### src/rtl/rr_mux_arbiter.sv
// -----------------------------------------------------------------------------
// rr_mux_arbiter
//
// Four-requester round-robin arbiter driving the select of a shared 4:1 mux.
// A grant is held for a complete burst (terminated by a last-flagged beat that
// is accepted downstream), so bursts from different requesters never
// interleave. The downstream side is a plain valid/ready handshake.
//
// Ports:
//   clk           rising-edge clock
//   reset_n       asynchronous active-low reset
//   req[3:0]      requester i presents a beat on d<i>
//   last[3:0]     current beat of requester i ends its burst
//   d0..d3        requester data, WIDTH bits each
//   y_ready       downstream accepts the beat this cycle
//   y             shared output data (zero when not valid)
//   y_valid       y holds a valid beat
//   y_last        current output beat ends the burst
//   ack[3:0]      requester i's beat is transferred this cycle
//   gnt[3:0]      registered one-hot grant, zero when idle
//   sel[1:0]      registered mux select (index of granted requester)
//
// State table:
//   S_IDLE | no grant; arbitrate among req starting at r_ptr
//   S_BUSY | grant locked to r_sel until its last beat transfers
// -----------------------------------------------------------------------------
module rr_mux_arbiter #(
    parameter int WIDTH = 12
) (
    input  logic             clk,
    input  logic             reset_n,
    input  logic [3:0]       req,
    input  logic [3:0]       last,
    input  logic [WIDTH-1:0] d0,
    input  logic [WIDTH-1:0] d1,
    input  logic [WIDTH-1:0] d2,
    input  logic [WIDTH-1:0] d3,
    input  logic             y_ready,
    output logic [WIDTH-1:0] y,
    output logic             y_valid,
    output logic             y_last,
    output logic [3:0]       ack,
    output logic [3:0]       gnt,
    output logic [1:0]       sel
);

    localparam logic [0:0] S_IDLE = 1'b0;
    localparam logic [0:0] S_BUSY = 1'b1;

    logic [0:0]       r_state;
    logic [1:0]       r_ptr;
    logic [1:0]       r_sel;
    logic [3:0]       r_gnt;

    logic             w_found;
    logic [1:0]       w_winner;
    logic [1:0]       w_idx;
    logic [WIDTH-1:0] w_data;
    logic             w_busy;
    logic             w_valid;
    logic             w_xfer;

    // Round-robin search: walk offsets from 3 down to 0 so that the smallest
    // offset from r_ptr with a pending request is the one left standing.
    always_comb begin
        w_found  = 1'b0;
        w_winner = r_ptr;
        w_idx    = r_ptr;
        for (int k = 3; k >= 0; k--) begin
            w_idx = r_ptr + 2'(k);
            if (req[w_idx]) begin
                w_found  = 1'b1;
                w_winner = w_idx;
            end
        end
    end

    always_comb begin
        w_data = '0;
        case (r_sel)
            2'd0:    w_data = d0;
            2'd1:    w_data = d1;
            2'd2:    w_data = d2;
            default: w_data = d3;
        endcase
    end

    assign w_busy  = (r_state == S_BUSY);
    // A granted requester that drops req simply produces a bubble; the grant
    // stays locked.
    assign w_valid = w_busy & req[r_sel];
    assign w_xfer  = w_valid & y_ready;

    assign y_valid = w_valid;
    assign y       = w_valid ? w_data : '0;
    assign y_last  = w_valid & last[r_sel];
    assign ack     = w_xfer ? (4'b0001 << r_sel) : 4'b0000;
    assign gnt     = r_gnt;
    assign sel     = r_sel;

    always_ff @(posedge clk or negedge reset_n) begin
        if (!reset_n) begin
            r_state <= S_IDLE;
            r_ptr   <= 2'd0;
            r_sel   <= 2'd0;
            r_gnt   <= 4'b0000;
        end else begin
            case (r_state)
                S_IDLE: begin
                    if (w_found) begin
                        r_sel   <= w_winner;
                        r_gnt   <= 4'b0001 << w_winner;
                        r_state <= S_BUSY;
                    end
                end
                default: begin
                    // Returning to IDLE on the final beat gives the mandatory
                    // one-cycle bubble before the next grant.
                    if (w_xfer && last[r_sel]) begin
                        r_state <= S_IDLE;
                        r_gnt   <= 4'b0000;
                        r_ptr   <= r_sel + 2'd1;
                    end
                end
            endcase
        end
    end

endmodule

### config.mk
export PLATFORM = sky130hd
export DESIGN_NAME = rr_mux_arbiter
export DESIGN_NICKNAME = d
export VERILOG_FILES = /design/src/rtl/rr_mux_arbiter.sv
export SDC_FILE = /design/constraint.sdc
export NUM_CORES = 1
export LEC_CHECK = 0
export BUFFER_PORTS_ARGS = -buffer_cell sky130_fd_sc_hd__buf_2
export CORE_AREA = 2 2 53 80
export CTS_CLUSTER_SIZE = 8
export DETAILED_ROUTE_END_ITERATION = 10
export DIE_AREA = 0 0 55 82
export PLACE_DENSITY = 0.65
export SYNTH_ARGS = -nofsm -noshare
export SYNTH_HDL_FRONTEND = slang
export SYNTH_SLANG_ARGS = --single-unit
### constraint.sdc
create_clock -name clk -period 3.5 [get_ports clk]
set_clock_uncertainty 0.05 [all_clocks]
set_input_delay 0.525 -clock clk [delete_from_list [all_inputs] [get_ports clk]]
set_output_delay 0.525 -clock clk [all_outputs]
set_load 0.01 [all_outputs]
==> results of run 1 <==
-- area by class of cell --
cell class | count | area (um^2) | share of cell area, %
clock buffers | 4 | 45.0 | 3.19
well taps | 45 | 56.3 | 3.98
multi-input cells | 99 | 658 | 46.5
flip-flops and latches | 9 | 225 | 15.9
repair buffers | 82 | 410 | 29.0
inverters | 5 | 18.8 | 1.33
-- registers in the layout, summed over array words and instances, names as in the netlist --
name / count
gnt: 4
r_ptr: 2
r_state: 1
sel: 2
-- metal layers --
metal / vias up / GRT usage, % / wire length, um
met1: 583 / 13.9 / 1270
met4: 0 / 2.93 / 17
met3: 3 / 1.64 / 345
met5: - / 0 / 0
met2: 67 / 26.7 / 1780
li1: 617 / - / -
-- cell usage in the layout, fill, tap and decap left out, types with 4 or more instances in the layout --
cell type,n
buf_2,82
and3_1,6
a21oi_1,15
ha_1,5
a222oi_1,12
inv_1,4
mux2i_1,4
dfrtp_1,9
nor2_1,26
nand2_1,6
-- cells by family (layout without fill, tap and decap cells) --
logic type,count (synthesis),after routing
flip-flops,9,9
AND/OR/NAND/NOR,47,47
AO/OA/AOI/OAI,40,40
multiplexers,7,7
buffers and inverters,12,91
adder cells (fa/ha/maj),5,5
-- stage by stage --
stage	power [mW]	instance area, um^2	setup slack [ns]	hold WS (ns)	utilization, %
after floorplan	0.727	932	1.29	0.179	-
after global placement	0.974	1370	1.04	0.333	35.5
after detailed placement	0.978	1370	0.996	0.336	35.5
after CTS	1.10	1410	0.746	0.0936	36.7
after global routing	1.20	1410	0.536	0.106	36.7
final	1.09	1410	0.756	0.0863	36.7
-- power by group --
group / leakage, nW / switching [mW] / internal (mW)
clock: 0.0228 / 0.0411 / 0.0794
sequential: 0.112 / 0.0624 / 0.149
combinational: 0.663 / 0.432 / 0.328
-- how the worst max path moves through the flow --
stage,end,slack (ns),start,depth (start not counted)
3_3_place_gp,y[11],1.04,sel[0],7
6_report,y[11],0.76,sel[0],7
2_1_floorplan,y[10],1.29,sel[0],8
5_1_grt,y[7],0.54,sel[0],7
3_5_place_dp,y[11],1.0,sel[0],7
4_1_cts,y[11],0.75,sel[0],7
==> metrics, run 1 <==
status complete, no violations; FFs w/ async S/R, synth 100%; final WL 3410 um; HPWL after DPL 2630 um; Hold Crit Class in -> async; Seq cells post-synth 9; Final Max Slew Viols 0; CP endpoint kind output port; Final setup viols 0; FP Rows 28; diodes inserted 0; R2R cell count 5; Power Density 772 mW/mm^2; crit-path leading delay family flip-flops; Synth area leaders dfrtp_1 (24%), a222oi_1 (13%), nor2_1 (10%); most common cell in the synthesized netlist nor2_1; Worst Max-Slew Pin Slew 0.761 ns; H-tree lvl count 1; Final ANT Viol Nets 0; initial drt markers 47; final std cells w/o fill 244; grt ovf 0; die width 55 um; Synth Warn # 0; Register-to-Register Setup Slack 1.40 ns; synthesized-area fraction occupied by adder cells 6.71%; RSZ-0062 raised after global routing no; Leak Pwr 0.797 nW; Initial Util 24.2%; CP arrival 2.17 ns; routed len/inst 14.0 um; post-layout net count 264; critical-path cell list inv_1, ha_1, a222oi_1, nor2_1, a21oi_1, nor2_1, buf_2; RD Place Congestion 0.758; via count of the first global-routing pass 1,058; worst r2r src sel[0]; layout cells sized above 1 46.2%; worst r2r dst r_ptr[1]; critical path's slowest cell dfrtp_1; Layout area overhead 51.7%; chip height 82 um; clock buffer depth 2; Synth top cells by count nor2_1 (26), a21oi_1 (15), a222oi_1 (12), dfrtp_1 (9); post-synthesis compound-gate area fraction 32.2%; placed instance count 240; largest area contributor in the netlist dfrtp_1; gr usage total 13.4%; final hold viol count 0; clk slew on worst S/H paths 0.05 ns; critical path launch point type register; Rel. slew slack 49.2%; Post-CTS Resized 0; Mapped Cells 120; cell repeated most along the worst path nor2_1; DIE AREA 0.00451 mm^2; hold buffers post-CTS 0; initial antenna violation count 0; Syn Nets 184; Worst Path Required 2.92 ns; Post-CTS Setup Repair Bufs 0; CP peak stage delay 0.57 ns; vias per cell 5.20; Netlist Area Pre-Place 932 um^2; mux share of post-synthesis cell area 7.92%; XOR/XNOR share of the synthesized area 0%; clock latency on the worst-skew pair 0.23 ns; Netlist cell types 30; largest net degree at the start of global routing 25; IO Count 83; TritonRoute pass-1 iters 4; core area 0.00385 mm^2; sequential fraction of the synthesis area 24.2%; EDFF count, synth 0; CTS sink cnt 9; root buffer cell clkbuf_8; kind of critical path reg -> out; # DRC 0; worst vdd ir 0.425 mV; Num CTS Buffers 3; Max-cap violations 0; syn avg cell area 7.77 um^2; Crit path buffers/inverters 2; port bufs 82; Synth Flop Type dfrtp_1; via count 1,270; worst-path fanout max 13; FILL cells 443; Synth Area in Simple Gates 23.8%; Tcrit/Tclk final 78.4%; Tmin final 2.74 ns; first-pass GRT wire length 4520 um; largest family of logic cells by synthesized area compound AO/OA/AOI/OAI gates; TritonCTS clock tree built; Max Freq 0.364 GHz; Synth top area share 24.2%; TNS Setup 0 ns
(Power assumes the default switching activity.)
==> run 2, diff against run 1 <==
==> config.mk (replaced) <==
export PLATFORM = sky130hd
export DESIGN_NAME = rr_mux_arbiter
export DESIGN_NICKNAME = d
export VERILOG_FILES = /design/src/rtl/rr_mux_arbiter.sv
export SDC_FILE = /design/constraint.sdc
export NUM_CORES = 1
export LEC_CHECK = 0
export ABC_AREA = 1
export BUFFER_PORTS_ARGS = -buffer_cell sky130_fd_sc_hd__buf_2
export CORE_AREA = 2 2 61 91
export CTS_CLUSTER_SIZE = 8
export DETAILED_ROUTE_END_ITERATION = 10
export DIE_AREA = 0 0 63 93
export PLACE_DENSITY = 0.62
export SYNTH_ARGS = -nofsm -noshare
export SYNTH_HDL_FRONTEND = slang
export SYNTH_SLANG_ARGS = --single-unit
==> constraint.sdc (replaced) <==
create_clock -name clk -period 2.4 [get_ports clk]
set_clock_uncertainty 0.05 [all_clocks]
set_input_delay 0.36 -clock clk [delete_from_list [all_inputs] [get_ports clk]]
set_output_delay 0.36 -clock clk [all_outputs]
set_load 0.01 [all_outputs]
==> run 2 against run 1 <==
  * Via count is 20% higher
  * Total power increased by 99%
  * Flip-flop and latch count is the same
  * Global-route usage is 0.95 points lower
  * Final cell count is 40% higher
  * Setup slack worse by 0.59 ns
  * Final area up 22%
  * Synthesized cell count rose by 60%
  * Critical path type unchanged
  * Largest power group unchanged
  * Highest routed layer is now met3
==> metrics, run 2 <==
port bufs 82 (unchanged); TritonCTS clock tree built; largest area contributor in the netlist nand2_1; post-route cell area 0.00173 mm^2 (+22%); routed len/inst 11.6 um (-17%); WHS Path Cells 3; Pint 0.951 mW (+71%); clock buffer depth 2 (unchanged); TNS Setup 0 ns (unchanged); FFs w/ async S/R, synth 100% (unchanged); sequential fraction of the synthesis area 18.5% (-5.7 points); Max Freq 0.447 GHz; Post-CTS Setup Repair Bufs 0 (unchanged); CP endpoint kind output port; TritonRoute pass-1 iters 4 (unchanged); critical path launch point type register; Util after Layout 34.1% (-2.6 points); most common cell after layout, fill and taps aside buf_2; worst-path fanout max 13 (unchanged); via count of the first global-routing pass 1,355 (+28%); final WL 3950 um (+16%); met3 wire len 405 um (+17%); critical path's slowest cell dfrtp_1; FP Rows 32 (+14%); EDFF count, synth 0 (unchanged); HPWL after DPL 3300 um (+25%); max layer used met3; Synth Warn # 0 (unchanged); hold path endpoint r_ptr[0]; Final ANT Viol Nets 0 (unchanged); placed instance count 336 (+40%); die width 63 um (+15%); final hold viol count 0 (unchanged); metal1 wirelength 1490 um (+18%); Placed Instance Area 0.00167 mm^2 (+22%); hold path start y_ready; Clk pwr share 8.0% (-3.0 points); Layout area overhead 42.1%; RSZ-0062 raised after global routing no; first-pass GRT wire length 5990 um (+33%); routed wl met2 2060 um (+16%); gr usage total 12.4% (-0.95 points); RD Place Congestion 0.800 (+5.7%); FILL cells 578 (+30%); critical-path cell list inv_1, ha_1, a21oi_1, a31oi_2, buf_2; Final Max Slew Viols 0 (unchanged); initial drt markers 34 (-28%); Num CTS Buffers 3 (unchanged); Netlist cell types 24 (-20%); kind of critical path reg -> out; root buffer cell clkbuf_8; Worst Path Required 1.99 ns (-0.93 ns); # DRC 0 (unchanged); largest net degree at the start of global routing 15 (-40%); Worst Max-Slew Pin Slew 0.464 ns (-0.297 ns); clk slew on worst S/H paths 0.05 ns (about the same); chip height 93 um (+13%); Seq cells post-synth 9 (unchanged); DIE AREA 0.00586 mm^2 (+30%); Synth area leaders nand2_1 (22%), dfrtp_1 (18%), a31oi_2 (8.2%); clock latency on the worst-skew pair 0.23 ns (about the same); vias per cell 4.47 (-14%); max reg flops 4 (unchanged); Synth Flop Type dfrtp_1; P_sw 1.22 mW (+130%); CP peak stage delay 0.45 ns (-0.12 ns); CP arrival 1.83 ns (-0.34 ns); grt ovf 0 (unchanged); Net Sw Frac 56.3% (+7.2 points); Power Density 1260 mW/mm^2 (+63%); CTS sink cnt 9 (unchanged); most frequent cells in the layout buf_2 (82), nand2_1 (70), nand3_1 (16); via count 1,525 (+20%); worst r2r src r_ptr[0]; Synth top cells by count nand2_1 (70), nand3_1 (16), inv_1 (15), a21oi_1 (14); most common cell in the synthesized netlist nand2_1; initial antenna violation count 0 (unchanged); Tmin final 2.24 ns; Initial Util 24.0% (-0.22 points); IO Count 83 (unchanged); Sequential Power Share 14.8% (-4.6 points); diodes inserted 0 (unchanged); worst vdd ir 0.467 mV (+9.8%); worst r2r dst gnt[2]; Syn Nets 256 (+39%); H-tree lvl count 1 (unchanged); R2R cell count 11 (+6); Tcrit/Tclk final 93.1%; post-layout net count 338 (+28%); Mapped Cells 192 (+60%); core area 0.00508 mm^2 (+32%); combinational cell fraction of total power 77.2% (+7.6 points); Hold Crit Class in -> reg; status complete, no violations; final std cells w/o fill 341 (+40%); syn avg cell area 6.35 um^2 (-18%); Max-cap violations 0 (unchanged); layout cells sized above 1 44.7% (-1.5 points); Register-to-Register Setup Slack 0.57 ns (-0.83 ns); Final setup viols 0 (unchanged); Synth top area share 21.6% (-2.6 points); Rel. slew slack 69.1% (+20 points); Netlist Area Pre-Place 0.00122 mm^2 (+31%); Leak Pwr 0.949 nW (+19%)
## run 2: cell types whose count changed in the layout (fill, tap and decap cells not counted), moves of 9 or more
cell and change:
a222oi_1 -12, inv_1 +10, nand2_1 +64, nand3_1 +15
nor2_1 -20, o21ai_2 +9
## run 2: routing by layer
metal	global-route usage, %	vias to the layer above
li1	-	797
met1	12.6	659
met2	25.0	69
met3	3.97	0
met4	1.11	0
met5	0	-
## run 2: critical path: cells and delay by family (launching register included)
kind,cells,cell delay [ns]
compound gates,2,0.38
fa+ha+maj,1,0.44
buf+inv,2,0.33
flops,1,0.45
## run 2: how the worst max path moves through the flow
stage               cells after the start    end  slack (ns)    from
floorplan                               5   y[2]        0.54  sel[0]
global placement                        5  y[11]        0.40  sel[0]
detailed placement                      9   y[8]        0.35  sel[0]
CTS                                     9   y[8]         0.1  sel[0]
global route                            5   y[8]        0.01  sel[1]
finish                                  5   y[8]        0.16  sel[1]
## run 2: power by group through the flow
stage	Sequential [mW]	Clock (mW)	Combinational, mW
2_1_floorplan	0.304	0	1.30
3_3_place_gp	0.314	0	1.67
3_5_place_dp	0.324	0	1.68
4_1_cts	0.322	0.177	1.69
5_1_grt	0.341	0.188	1.88
6_report	0.322	0.173	1.68
## run 2: kinds of logic after synthesis
family | synth area share [%]
and+or+nand+nor | 38.7
adders and majority gates | 5.13
buffers and inverters | 10.8
DFF | 18.5
AOI/OAI and AO/OA | 26.9
## run 2: repair_timing
item | 4_1_cts | 5_1_grt
setup endpoints to repair | 0 | 6
endpoints found under the hold margin | 9 | 0
gates resized for setup | 0 | 2
hold buffers | 1 | 0
## run 2: area by class of cell
type	instances	area (um^2)	area share [%]
clock buffer	4	45.0	2.60
inverter	21	85.1	4.91
multi-input combinational	155	862	49.8
sequential	9	226	13.1
tap	68	85.1	4.91
timing repair buffer	84	428	24.7
## run 2: per-stage QoR
step           hold slack (ns)  power (mW)  worst slack [ns]
2_1_floorplan           0.0144        1.60             0.544
3_3_place_gp             0.168        1.98             0.398
3_5_place_dp             0.174        2.01             0.348
4_1_cts                  0.431        2.19            0.0952
5_1_grt                  0.447        2.41            0.0109
6_report                 0.424        2.18             0.165
